<file path="src/rtl/vec_fwd_hazard_unit.sv">
// rtl/vec_fwd_hazard_unit.sv - Forwarding and load-use hazard unit for the ID/EX/MEM/WB vector pipeline
module vec_fwd_hazard_unit #(
  parameter int DATA_W   = 128,
  parameter int REG_AW   = 4,
  parameter int NUM_SRC  = 2,
  parameter int ZERO_REG = 0,
  parameter int CNT_W    = 16
) (
  input  logic                        clk_i,
  input  logic                        rst_i,
  input  logic                        id_valid_i,
  input  logic [NUM_SRC*REG_AW-1:0]   id_src_addr_i,
  input  logic [NUM_SRC-1:0]          id_src_used_i,
  input  logic [REG_AW-1:0]           id_dst_addr_i,
  input  logic                        id_dst_we_i,
  input  logic                        id_is_load_i,
  input  logic                        flush_i,
  input  logic [NUM_SRC*DATA_W-1:0]   ex_rf_data_i,
  input  logic [DATA_W-1:0]           mem_result_i,
  input  logic [DATA_W-1:0]           wb_result_i,
  output logic [NUM_SRC*DATA_W-1:0]   ex_opnd_o,
  output logic [NUM_SRC*2-1:0]        fwd_sel_o,
  output logic                        stall_o,
  output logic [CNT_W-1:0]            stall_count_o
);

  localparam logic [1:0] SEL_RF  = 2'b00;
  localparam logic [1:0] SEL_MEM = 2'b01;
  localparam logic [1:0] SEL_WB  = 2'b10;
  localparam bit         ZR      = (ZERO_REG != 0);
  localparam logic [CNT_W-1:0] CNT_ONE = {{(CNT_W-1){1'b0}}, 1'b1};

  // EX stage tag: full source information is needed here for forwarding
  logic                      ex_valid_q, ex_valid_d;
  logic [REG_AW-1:0]         ex_dst_q, ex_dst_d;
  logic                      ex_we_q, ex_we_d;
  logic                      ex_is_load_q, ex_is_load_d;
  logic [NUM_SRC*REG_AW-1:0] ex_src_q, ex_src_d;
  logic [NUM_SRC-1:0]        ex_used_q, ex_used_d;

  // MEM stage tag
  logic                      mem_valid_q, mem_valid_d;
  logic [REG_AW-1:0]         mem_dst_q, mem_dst_d;
  logic                      mem_we_q, mem_we_d;
  logic                      mem_is_load_q, mem_is_load_d;

  // WB stage tag; whether it was a load no longer matters once data is in WB
  logic                      wb_valid_q, wb_valid_d;
  logic [REG_AW-1:0]         wb_dst_q, wb_dst_d;
  logic                      wb_we_q, wb_we_d;

  logic [CNT_W-1:0]          cnt_q, cnt_d;
  logic [NUM_SRC-1:0]        id_src_hit;
  logic                      ex_load_hazard;

  // A load sitting in EX whose destination is not the hard-wired zero register
  assign ex_load_hazard = ex_valid_q && ex_is_load_q && ex_we_q &&
                          !(ZR && (ex_dst_q == '0));

  genvar g;
  for (g = 0; g < NUM_SRC; g++) begin : g_src
    logic [REG_AW-1:0] src;
    logic              rd;
    logic              mem_hit;
    logic              wb_hit;

    // ID-side dependency on the EX destination for the load-use check
    assign id_src_hit[g] = id_src_used_i[g] &&
                           (id_src_addr_i[g*REG_AW +: REG_AW] == ex_dst_q);

    // EX-side operand selection; MEM is newer than WB so it wins
    assign src     = ex_src_q[g*REG_AW +: REG_AW];
    assign rd      = ex_valid_q && ex_used_q[g] && !(ZR && (src == '0));
    assign mem_hit = rd && mem_valid_q && mem_we_q && !mem_is_load_q &&
                     (mem_dst_q == src);
    assign wb_hit  = rd && wb_valid_q && wb_we_q && (wb_dst_q == src);

    assign fwd_sel_o[g*2 +: 2] = mem_hit ? SEL_MEM :
                                 wb_hit  ? SEL_WB  : SEL_RF;
    assign ex_opnd_o[g*DATA_W +: DATA_W] =
        mem_hit ? mem_result_i :
        wb_hit  ? wb_result_i  : ex_rf_data_i[g*DATA_W +: DATA_W];
  end

  // Load-use stall; a flush squashes ID anyway so it overrides the stall
  always_comb begin
    stall_o = 1'b0;
    if (!flush_i && id_valid_i && ex_load_hazard && (|id_src_hit)) begin
      stall_o = 1'b1;
    end
  end

  // Next-state of the tag pipeline and the saturating stall counter
  always_comb begin
    ex_valid_d    = id_valid_i && !flush_i && !stall_o;
    ex_dst_d      = id_dst_addr_i;
    ex_we_d       = id_dst_we_i;
    ex_is_load_d  = id_is_load_i;
    ex_src_d      = id_src_addr_i;
    ex_used_d     = id_src_used_i;
    mem_valid_d   = ex_valid_q;
    mem_dst_d     = ex_dst_q;
    mem_we_d      = ex_we_q;
    mem_is_load_d = ex_is_load_q;
    wb_valid_d    = mem_valid_q;
    wb_dst_d      = mem_dst_q;
    wb_we_d       = mem_we_q;
    cnt_d         = cnt_q;
    if (stall_o && (cnt_q != '1)) begin
      cnt_d = cnt_q + CNT_ONE;
    end
  end

  // Valid bits and counter carry the synchronous reset
  always_ff @(posedge clk_i) begin
    if (rst_i) begin
      ex_valid_q  <= 1'b0;
      mem_valid_q <= 1'b0;
      wb_valid_q  <= 1'b0;
      cnt_q       <= '0;
    end else begin
      ex_valid_q  <= ex_valid_d;
      mem_valid_q <= mem_valid_d;
      wb_valid_q  <= wb_valid_d;
      cnt_q       <= cnt_d;
    end
  end

  // Tag payload fields are qualified by the valid bits and need no reset
  always_ff @(posedge clk_i) begin
    ex_dst_q      <= ex_dst_d;
    ex_we_q       <= ex_we_d;
    ex_is_load_q  <= ex_is_load_d;
    ex_src_q      <= ex_src_d;
    ex_used_q     <= ex_used_d;
    mem_dst_q     <= mem_dst_d;
    mem_we_q      <= mem_we_d;
    mem_is_load_q <= mem_is_load_d;
    wb_dst_q      <= wb_dst_d;
    wb_we_q       <= wb_we_d;
  end

  assign stall_count_o = cnt_q;

endmodule

</file>
<file path="config.mk">
export PLATFORM = sky130hd
export DESIGN_NAME = vec_fwd_hazard_unit
export DESIGN_NICKNAME = d
export VERILOG_FILES = /design/src/rtl/vec_fwd_hazard_unit.sv
export SDC_FILE = /design/constraint.sdc
export NUM_CORES = 1
export LEC_CHECK = 0
export BUFFER_PORTS_ARGS = -buffer_cell sky130_fd_sc_hd__clkbuf_2
export CORE_AREA = 5 5 314 316
export DETAILED_ROUTE_END_ITERATION = 8
export DIE_AREA = 0 0 319 321
export SYNTH_ARGS = -nofsm -noshare
export SYNTH_HDL_FRONTEND = slang
export SYNTH_SLANG_ARGS = --single-unit
</file>
<file path="constraint.sdc">
create_clock -name clk_i -period 2.35 [get_ports clk_i]
set_clock_uncertainty 0.1 [all_clocks]
set_input_delay 0.47 -clock clk_i [delete_from_list [all_inputs] [get_ports clk_i]]
set_output_delay 0.47 -clock clk_i [all_outputs]
set_load 0.1 [all_outputs]
</file>
# After elaboration in Yosys (flattened, before gate mapping)
# Index checks and enable logic that the tools add are counted.
# op_classes
reduce_logical	29
n_eq_ne	7
addsub	1
mux	9
# ops
operator	count
128-bit 2-to-1 mux	4
1-bit logical AND	25
4-bit equality test	6
16-bit by 1-bit adder with 16-bit output (second input constant)	1
16-bit inequality test (second input constant)	1
2-bit 2-to-1 mux	4
1-bit zero test	3
2-bit OR reduction	1
1-bit 2-to-1 mux	1
# word_totals
wordCells	60
regBits	46
in_bits	532

# Depth between registers and ports, before layout
# Gate-level depths: netlist of run 1.
# logic_depth
word_depth	7
mapped_depth	8
mapped_depth_nobuf	6

# Worst setup path after synthesis of run 1
# OpenSTA, ideal clock, no wires.
# synth_timing
kind	register to output
startpoint	reg wb_dst_q[3]
endpoint	out ex_opnd_o[246]
arrival_time_ns	3.057
path_buffers	3
stages_incl_launch_ff	9
path_slack_ns	-1.277
path_cell_list	dfxtp_1 > xnor2_1 > nand3_1 > or4_1 > buf_2 > buf_6 > buf_6 > mux2i_1 > a21oi_1
# synth_via
elab_chain_len	4
# synth_lines
element	line_no	text
from (decl)	49	logic [REG_AW-1:0] wb_dst_q, wb_dst_d;
from (signal assigned)	139	wb_dst_q <= wb_dst_d;
4-bit equality test	76	assign wb_hit = rd && wb_valid_q && wb_we_q && (wb_dst_q == src);
1-bit logical AND	76	
128-bit 2-to-1 mux	82	wb_hit ? wb_result_i : ex_rf_data_i[g*DATA_W +: DATA_W];
128-bit 2-to-1 mux	81	mem_hit ? mem_result_i :
to (decl)	21	output logic [NUM_SRC*DATA_W-1:0] ex_opnd_o,
# Every way passes these cells.

# Worst setup path in the final report of run 1
# layout_timing
startpoint	reg wb_dst_q[0]
endpoint	out ex_opnd_o[88]
# Same word-level chain as after synthesis.

==> results.json, run 1 <==
{
  "outcome": "finished, violations left",
  "failed_checks": "setup timing",
  "r2r-start": "ex_dst_q[2]",
  "cts_tree": "built",
  "finalMaxSlewViolations": 0,
  "synth_top_area_frac": 0.359,
  "die_h_um": 321,
  "yosysSeqAreaShare": 0.129,
  "placedCellCount": 3194,
  "numCtsBuffers": 5,
  "antenna_found_initial": 28,
  "clockBufferDepth": 2,
  "startpoint_type": "register",
  "finalPower_uw": 5790,
  "critPathCapture": "ex_opnd_o[88]",
  "cp_num_buf_inv": 3,
  "drt_iter0_drc": 519,
  "synth_nets": 1577,
  "route.top_layer_used": "met5",
  "synth-adder-area-share": 0.00175,
  "synth_compound_area_frac": 0.203,
  "holdWs_ps": 177,
  "p_leak_uw": 0.00953,
  "r2r_cells": 6,
  "r2r_end": "stall_count_o[8]",
  "tns_ps": -144580,
  "wl_per_cell_um": 19.6,
  "initial_utilization": 0.0745,
  "syn_inst": 1044,
  "mostFrequentLayoutCells": "clkbuf_2 (547), buf_12 (292), nor2_1 (262), a21oi_4 (255), mux2i_2 (176)",
  "drt-met1-wl_um": 24600,
  "period_minus_slack_ps": 3070,
  "clk_latency_ps": 290,
  "synth.cell_area_sq_mm": 0.00713,
  "syn_area_per_cell_sq_um": 6.83,
  "crit_type": "reg -> out",
  "max_freq_ghz": 0.326,
  "required_ps": 1780,
  "cts.clk_slew.worst_paths_ps": 70,
  "place.gp.congestion": 0.908,
  "die_w_um": 319,
  "maxCapViolCount": 0,
  "synth_cell_types": 32,
  "path_max_fanout": 22,
  "layout_setup_ws_ps": -720,
  "drt-total-wl_um": 63100,
  "worst_slew_pin_slew_ps": 603,
  "wl_met3_um": 5510,
  "yosysTopAreaCell": "mux2i_1",
  "track_usage": 0.112,
  "grt_overflow_total": 0,
  "grt_pass1_vias": 12200,
  "final_common_cell": "clkbuf_2",
  "synthMuxAreaShare": 0.362,
  "power_density_mw_per_mm2": 265,
  "grt_setup_unrepaired": "true",
  "post_drt_via_cell_ratio": 3.64,
  "grt_max_degree": 40,
  "crit_cells": 8,
  "synth_top_family_by_area": "multiplexers",
  "fp.coreArea_sq_mm": 0.0957,
  "grt_pass1_wl_um": 85600,
  "synth_simple_gate_area_frac": 0.197,
  "setup_viol": 259,
  "endpoint_kind": "output port",
  "slew_headroom": 0.598,
  "port_buffers": 808,
  "wl_met2_um": 30700,
  "crit_family": "simple AND/OR/NAND/NOR gates",
  "clk_root_buffer_cell": "clkbuf_16",
  "cts.sinks": 46,
  "drt_pass1_iterations": 5,
  "nets": 2466,
  "synth_warnings": 0,
  "max_stage_delay_ps": 530,
  "area_growth_pct": 206,
  "synth-seq-cells": 46,
  "post-route-util": 0.228,
  "crit_chain": "xnor2_1 > nand3_1 > or4_4 > buf_12 > buf_4 > mux2i_2 > a21oi_4 > buf_12",
  "htreeDepth": 2,
  "dieArea_sq_mm": 0.102,
  "ios": 809,
  "hold_viol": 0,
  "drtAntennaViolNets": 0,
  "ys_top_cells_by_area": "mux2i_1 (36%), a21oi_1 (19%), nor2_1 (14%)",
  "drive_above_1_share": 0.749,
  "stdcell_count": 3217,
  "rows": 114,
  "slowest_stage": "or4_4",
  "critPathArrivalTime_ps": 2500,
  "period_share": 1.31,
  "r2r_slack_ps": 220,
  "ir_drop_mv": 0.271,
  "dp_hpwl_um": 55800,
  "critPathLaunch": "wb_dst_q[0]",
  "via_count": 11700,
  "route.detailed.drc": 0,
  "min_path_type": "in -> reg",
  "cp_common_cell": "buf_12",
  "yosys.area_share.xor_xnor": 0.0295
}
==> synth_stat cells (all sizes together) <==
master and count:
xor2 7, o31ai 4, dfxtp 46, and4 3, mux2i 256, nand4 6
nand4b 3, mux2 2, nand2 17, nor2b 6, or4 6, xnor2 17
nor3b 1, ha 1, or3 9, buf 34, and2 2, nand3 10
o21ai 10, clkbuf 58, nand3b 1, nor3 3, o32a 1, nor2 266
o22a 1, inv 1, a21oi 270, and3 3
==> worst min path at each step <==
| stage | end | slack (ps) | from | cells after the start |
|---|---|---|---|---|
| CTS | ex_dst_q[0] | 170 | id_dst_addr_i[0] | 1 |
| global route | ex_dst_q[0] | 170 | id_dst_addr_i[0] | 1 |
| finish | ex_dst_q[0] | 180 | id_dst_addr_i[0] | 1 |
| floorplan | mem_is_load_q | 220 | ex_is_load_q | 0 |
| detailed placement | wb_we_q | 240 | mem_we_q | 0 |
| global placement | mem_is_load_q | 230 | ex_is_load_q | 0 |
==> repair_timing <==
action	4_1_cts	5_1_grt
cloned	0	2
pin swaps	3	3
gates resized for setup	152	81
hold endpoints to repair	0	0
setup endpoints to repair	259	260
buffers inserted	3	3
hold buffers	0	0
==> stage by stage <==
step	setup slack [ps]	cell area (sq um)
3_5_place_dp	-444	20600
4_1_cts	-684	21400
2_1_floorplan	-577	10100
6_report	-720	21800
3_3_place_gp	-446	20600
5_1_grt	-758	21800
==> cell families (layout without fill, tap and decap cells) <==
family | after synthesis | after routing
adders and majority gates | 1 | 1
AOI/OAI and AO/OA | 286 | 286
muxes | 258 | 258
xor gates and xnor gates | 24 | 24
buffers and inverters | 93 | 983
DFF | 46 | 46
other | 0 | 7
and+or+nand+nor | 336 | 336
==> where the power goes <==
| group | switching [uW] | internal, uW | total, uW |
|---|---|---|---|
| clock network | 309 | 397 | 706 |
| logic | 2630 | 1620 | 4250 |
| registers | 20.5 | 807 | 828 |
| total | 2960 | 2830 | 5790 |
==> cell type report <==
cell class | instances | area, sq um
antenna | 7 | 17.5
clock buffer | 5 | 125
clock inverter | 3 | 23.8
fill | 10200 | 73900
inverter | 1 | 6.26
multi-input combinational | 905 | 9400
sequential | 46 | 933
tap | 1276 | 1600
timing repair buffer | 974 | 9730
==> layer usage <==
layer	vias up	GRT usage
met4	10	0.0292
li1	5492	-
met2	630	0.199
met5	-	0
met3	116	0.0371
met1	5450	0.130
==> sequential cells by signal (all words and copies together), names as in the netlist, 2 cells and up <==
signal         flops
ex_src_q           8
stall_count_o     16
wb_dst_q           4
ex_dst_q           4
ex_used_q          2
mem_dst_q          4
Note: power is estimated with default switching activity, not from simulation.
==> run 2: changes to the inputs <==
--- a/config.mk
+++ b/config.mk
@@ -6,9 +6,9 @@
 export NUM_CORES = 1
 export LEC_CHECK = 0
 export BUFFER_PORTS_ARGS = -buffer_cell sky130_fd_sc_hd__clkbuf_2
-export CORE_AREA = 5 5 314 316
+export CORE_AREA = 5 5 310 312
 export DETAILED_ROUTE_END_ITERATION = 8
-export DIE_AREA = 0 0 319 321
+export DIE_AREA = 0 0 315 317
 export SYNTH_ARGS = -nofsm -noshare
 export SYNTH_HDL_FRONTEND = slang
 export SYNTH_SLANG_ARGS = --single-unit
==> constraint.sdc (replaced) <==
create_clock -name clk_i -period 2.71 [get_ports clk_i]
set_clock_uncertainty 0.1 [all_clocks]
set_input_delay 0.542 -clock clk_i [delete_from_list [all_inputs] [get_ports clk_i]]
set_output_delay 0.542 -clock clk_i [all_outputs]
set_load 0.1 [all_outputs]
==> results.json, run 2 (synthesized netlist as in run 1, its figures left out) <==
{
  "r2r_cells": 5,
  "grt_max_degree": 36,
  "worst_slew_pin_slew_ps": 669,
  "power_density_mw_per_mm2": 233,
  "port_buffers": 808,
  "initial_utilization": 0.0769,
  "grt_setup_unrepaired": "true",
  "htreeDepth": 2,
  "die_h_um": 317,
  "largest_reg_flops": 16,
  "swShare": 0.512,
  "antenna_found_initial": 51,
  "intPower_uw": 2440,
  "cts.sinks": 46,
  "slowest_stage": "or4_4",
  "final_common_cell": "clkbuf_2",
  "r2r-start": "ex_dst_q[1]",
  "r2r_end": "stall_count_o[11]",
  "p_comb_frac": 0.733,
  "r2r_slack_ps": 460,
  "crit_cells": 8,
  "wl_per_cell_um": 24.0,
  "numCtsBuffers": 5,
  "tns_ps": -76090,
  "route.detailed.drc": 0,
  "cp_common_cell": "buf_12",
  "critPathCapture": "ex_opnd_o[63]",
  "p_switching_uw": 2560,
  "setup_viol": 259,
  "grt_overflow_total": 0,
  "drive_above_1_share": 0.725,
  "drt_pass1_iterations": 6,
  "power_frac_seq": 0.144,
  "holdWs_ps": 248,
  "cp_num_buf_inv": 3,
  "fp.coreArea_sq_mm": 0.0928,
  "via_count": 11800,
  "ctsHoldBuffers": 0,
  "area_growth_pct": 201,
  "grt_pass1_vias": 12200,
  "dp_hpwl_um": 68000,
  "p_leak_uw": 0.00967,
  "dieArea_sq_mm": 0.0999,
  "layout_setup_ws_ps": -411,
  "rows": 112,
  "ios": 809,
  "min_path_type": "reg -> reg",
  "critPathArrivalTime_ps": 2480,
  "p_clk_frac": 0.123,
  "fillers": 10000,
  "ir_drop_mv": 0.218,
  "outcome": "finished, violations left",
  "grt_pass1_wl_um": 98100,
  "clk_root_buffer_cell": "clkbuf_16",
  "critPathLaunch": "wb_dst_q[3]",
  "period_share": 1.15,
  "track_usage": 0.138,
  "endpoint_kind": "output port",
  "clk_latency_ps": 290,
  "place.gp.congestion": 0.880,
  "post_drt_via_cell_ratio": 3.73,
  "required_ps": 2070,
  "cts.clk_slew.worst_paths_ps": 70,
  "drt-total-wl_um": 76300,
  "startpoint_type": "register",
  "mostFrequentLayoutCells": "clkbuf_2 (547), buf_12 (291), nor2_1 (259), a21oi_4 (253), mux2i_2 (142)",
  "maxCapViolCount": 0,
  "nets": 2445,
  "max_stage_delay_ps": 580,
  "crit_chain": "xnor2_1 > nand3_1 > or4_4 > buf_12 > buf_12 > mux2i_2 > a21oi_4 > buf_12",
  "max_freq_ghz": 0.320,
  "slew_headroom": 0.554,
  "drt_iter0_drc": 600,
  "register_area_sq_um": 931,
  "crit_family": "simple AND/OR/NAND/NOR gates",
  "clockBufferDepth": 2,
  "finalMaxSlewViolations": 0,
  "period_minus_slack_ps": 3120,
  "path_max_fanout": 19,
  "crit_type": "reg -> out",
  "hold_viol": 0,
  "drtAntennaViolNets": 0,
  "die_w_um": 315,
  "post-route-util": 0.231,
  "cts_tree": "built",
  "finalPower_uw": 5010,
  "failed_checks": "setup timing",
  "multi_input_area_sq_mm": 0.00917
}
[run 2: cell count changes in the layout (fill, tap and decap cells not counted), sizes merged]
cell / change
buf: -21
clkinv: +1
clkinvlp: -1
diode: +1
[run 2: stage by stage]
step                      area (sq um)  setup slack [ps]  std cells
after global placement           20400              -139       3146
after global routing             21400              -479       3171
after detailed placement         20400             -89.9       3146
after floorplan                  10100              -785       1044
final                            21500              -411       3175
after CTS                        21000              -406       3162
[run 2: worst min path at each step]
| stage | start | endpoint | slack, ps | cells past startpoint |
|---|---|---|---|---|
| floorplan | ex_is_load_q | mem_is_load_q | 220 | 0 |
| global placement | ex_we_q | mem_we_q | 230 | 0 |
| detailed placement | ex_we_q | mem_we_q | 230 | 0 |
| CTS | id_dst_addr_i[3] | ex_dst_q[3] | 240 | 1 |
| global route | id_dst_we_i | ex_we_q | 250 | 1 |
| finish | ex_we_q | mem_we_q | 250 | 0 |
[run 2: what timing repair did]
item,CTS,global route
buffers inserted,6,3
endpoints found under the setup margin,258,259
resized for setup,102,84
pin swaps,4,8
gates cloned,2,2
[run 2: power by group through the flow]
stage	Sequential, uW	Clock, uW	Combinational (uW)
after floorplan	729	0	2010
after CTS	719	627	3640
after global routing	722	658	3770
after global placement	733	0	3570
final	720	618	3670
after detailed placement	733	0	3580
[run 2: per-layer routing]
| metal | wire, um | vias up | track usage |
|---|---|---|---|
| met2 | 36500 | 633 | 0.241 |
| met4 | 1840 | 18 | 0.0201 |
| li1 | - | 5445 | - |
| met1 | 31300 | 5612 | 0.172 |
| met5 | 115 | - | 0 |
| met3 | 6570 | 128 | 0.0432 |
[run 2: area by class of cell]
type | count | area share
clock inverters | 3 | 0.00117
repair buffers | 953 | 0.448
inverters | 1 | 0.000175
diodes | 8 | 0.000933
flip-flops and latches | 46 | 0.0434
clock buffers | 5 | 0.00583
multi-input cells | 905 | 0.428
well taps | 1254 | 0.0731
[run 2: worst register-to-register path, stage by stage, from the launching register on]
cell and delay, ps:
dfxtp_1 440, xnor2_1 170, nand3_1 130, o32a_1 600, or4_1 590, a21oi_1 150
==> run 3: changes to the inputs <==
--- a/config.mk
+++ b/config.mk
@@ -6,9 +6,12 @@
 export NUM_CORES = 1
 export LEC_CHECK = 0
 export BUFFER_PORTS_ARGS = -buffer_cell sky130_fd_sc_hd__clkbuf_2
+export CELL_PAD_IN_SITES_DETAIL_PLACEMENT = 2
+export CELL_PAD_IN_SITES_GLOBAL_PLACEMENT = 2
 export CORE_AREA = 5 5 310 312
 export DETAILED_ROUTE_END_ITERATION = 8
 export DIE_AREA = 0 0 315 317
+export PLACE_DENSITY_LB_ADDON = 0.1
 export SYNTH_ARGS = -nofsm -noshare
 export SYNTH_HDL_FRONTEND = slang
 export SYNTH_SLANG_ARGS = --single-unit
==> results.json, run 3 (synthesized netlist as in run 1, its figures left out) <==
{
  "final_common_cell": "clkbuf_2",
  "cp_common_cell": "buf_12",
  "max_stage_delay_ps": 460,
  "slew_headroom": 0.616,
  "grt_overflow_total": 0,
  "finalMaxSlewViolations": 0,
  "area_growth_pct": 201,
  "clk_root_buffer_cell": "clkbuf_16",
  "dieArea_sq_mm": 0.0999,
  "r2r-start": "stall_count_o[0]",
  "fillers": 10500,
  "slowest_stage": "or4_4",
  "period_minus_slack_ps": 3070,
  "clockBufferDepth": 2,
  "swShare": 0.516,
  "nets": 2406,
  "required_ps": 2070,
  "cts.sinks": 46,
  "dpl_cell_area_sq_mm": 0.0203,
  "p_comb_frac": 0.727,
  "min_path_type": "in -> reg",
  "hold_viol": 0,
  "min_from": "id_dst_we_i",
  "intPower_uw": 2450,
  "power_frac_seq": 0.142,
  "hold_path_end": "ex_we_q",
  "outcome": "finished, violations left",
  "crit_type": "reg -> out",
  "ctsHoldBuffers": 0,
  "drtAntennaViolNets": 0,
  "tns_ps": -72880,
  "clk_latency_ps": 300,
  "dp_hpwl_um": 72800,
  "drt_pass1_iterations": 4,
  "drt_iter0_drc": 310,
  "r2r_slack_ps": 430,
  "path_max_fanout": 20,
  "setup_viol": 258,
  "mostFrequentLayoutCells": "clkbuf_2 (547), buf_12 (303), a21oi_4 (254), nor2_1 (245), mux2i_2 (153)",
  "finalPower_uw": 5060,
  "htreeDepth": 2,
  "crit_chain": "buf_4 > xnor2_1 > nand3_1 > or4_4 > buf_12 > buf_12 > mux2i_4 > a21oi_4 > buf_12",
  "drt-total-wl_um": 81500,
  "failed_checks": "setup timing",
  "fp.coreArea_sq_mm": 0.0928,
  "drive_above_1_share": 0.732,
  "multi_input_area_sq_mm": 0.00925,
  "register_area_sq_um": 932,
  "crit_family": "buffers and inverters",
  "p_switching_uw": 2610,
  "cts_tree": "built",
  "endpoint_kind": "output port",
  "port_buffers": 808,
  "antenna_found_initial": 37,
  "track_usage": 0.151,
  "ios": 809,
  "largest_reg_flops": 16,
  "grt_setup_unrepaired": "true",
  "critPathArrivalTime_ps": 2430,
  "post_drt_via_cell_ratio": 3.69,
  "layout_setup_ws_ps": -361,
  "maxCapViolCount": 0,
  "power_density_mw_per_mm2": 235,
  "startpoint_type": "register",
  "place.gp.congestion": 0.833,
  "period_share": 1.13,
  "p_clk_frac": 0.130,
  "r2r_end": "stall_count_o[9]",
  "initial_utilization": 0.0769,
  "max_freq_ghz": 0.326,
  "grt_pass1_vias": 12800,
  "die_w_um": 315,
  "r2r_cells": 6,
  "stdcell_area_sq_mm": 0.0215,
  "numCtsBuffers": 5,
  "ir_drop_mv": 0.229,
  "grt_pass1_wl_um": 107000,
  "grt_max_degree": 50,
  "rows": 112,
  "hold_path_depth": 1,
  "die_h_um": 317,
  "via_count": 11600,
  "cts.clk_slew.worst_paths_ps": 80,
  "worst_slew_pin_slew_ps": 578,
  "cp_num_buf_inv": 4,
  "route.detailed.drc": 0,
  "wl_per_cell_um": 25.9,
  "p_leak_uw": 0.00958
}
run 3: cell types whose count changed in the layout (fill, tap and decap cells not counted), moves of 3 or more:
cell,previous run,this run
buf_4,94,44
nor2_1,259,245
buf_12,291,303
diode_2,8,20
nor2_2,5,17
mux2i_2,142,153
mux2i_1,109,101
buf_6,12,8
mux2i_4,5,2
run 3: worst max path at each step:
stage / startpoint / endpoint / depth (start not counted)
after floorplan: wb_dst_q[3] / ex_opnd_o[5] / 7
after global placement: ex_src_q[3] / ex_opnd_o[34] / 9
after detailed placement: ex_src_q[3] / ex_opnd_o[37] / 9
after CTS: wb_dst_q[0] / ex_opnd_o[225] / 9
after global routing: wb_dst_q[1] / ex_opnd_o[49] / 8
final: wb_dst_q[0] / ex_opnd_o[225] / 9
run 3: cell type report:
type                            instances  area share
Antenna cell                           20     0.00233
Clock buffer                            5     0.00582
Clock inverter                          3     0.00134
Inverter                                1    0.000175
Multi-Input combinational cell        905       0.430
Sequential cell                        46      0.0434
Tap cell                             1254      0.0730
Timing Repair Buffer                  914       0.444
run 3: per-stage QoR:
step	utilization	setup slack, ps	hold slack, ps	instances
5_1_grt	0.231	-438	223	3130
4_1_cts	0.228	-390	225	3126
3_3_place_gp	0.218	-219	241	3107
6_report	0.232	-361	235	3148
2_1_floorplan	-	-785	224	1044
3_5_place_dp	0.218	-259	243	3107
run 3: power groups by stage:
stage,clock (uW),sequential [uW],combinational (uW)
2_1_floorplan,0,729,2010
3_3_place_gp,0,732,3580
3_5_place_dp,0,733,3610
4_1_cts,689,719,3680
5_1_grt,719,722,3790
6_report,659,719,3680
run 3: routing by layer:
layer,vias to the layer above,track usage,share of wire
met5,-,0,0.0017
met4,22,0.0168,0.012
met3,71,0.0557,0.089
met2,429,0.302,0.55
met1,5703,0.152,0.35
li1,5379,-,-
run 3: timing repair:
item,4_1_cts,5_1_grt
gates resized for setup,139,74
buffers inserted,8,0
endpoints found under the setup margin,259,259
gates cloned,3,2
pin swaps,6,4
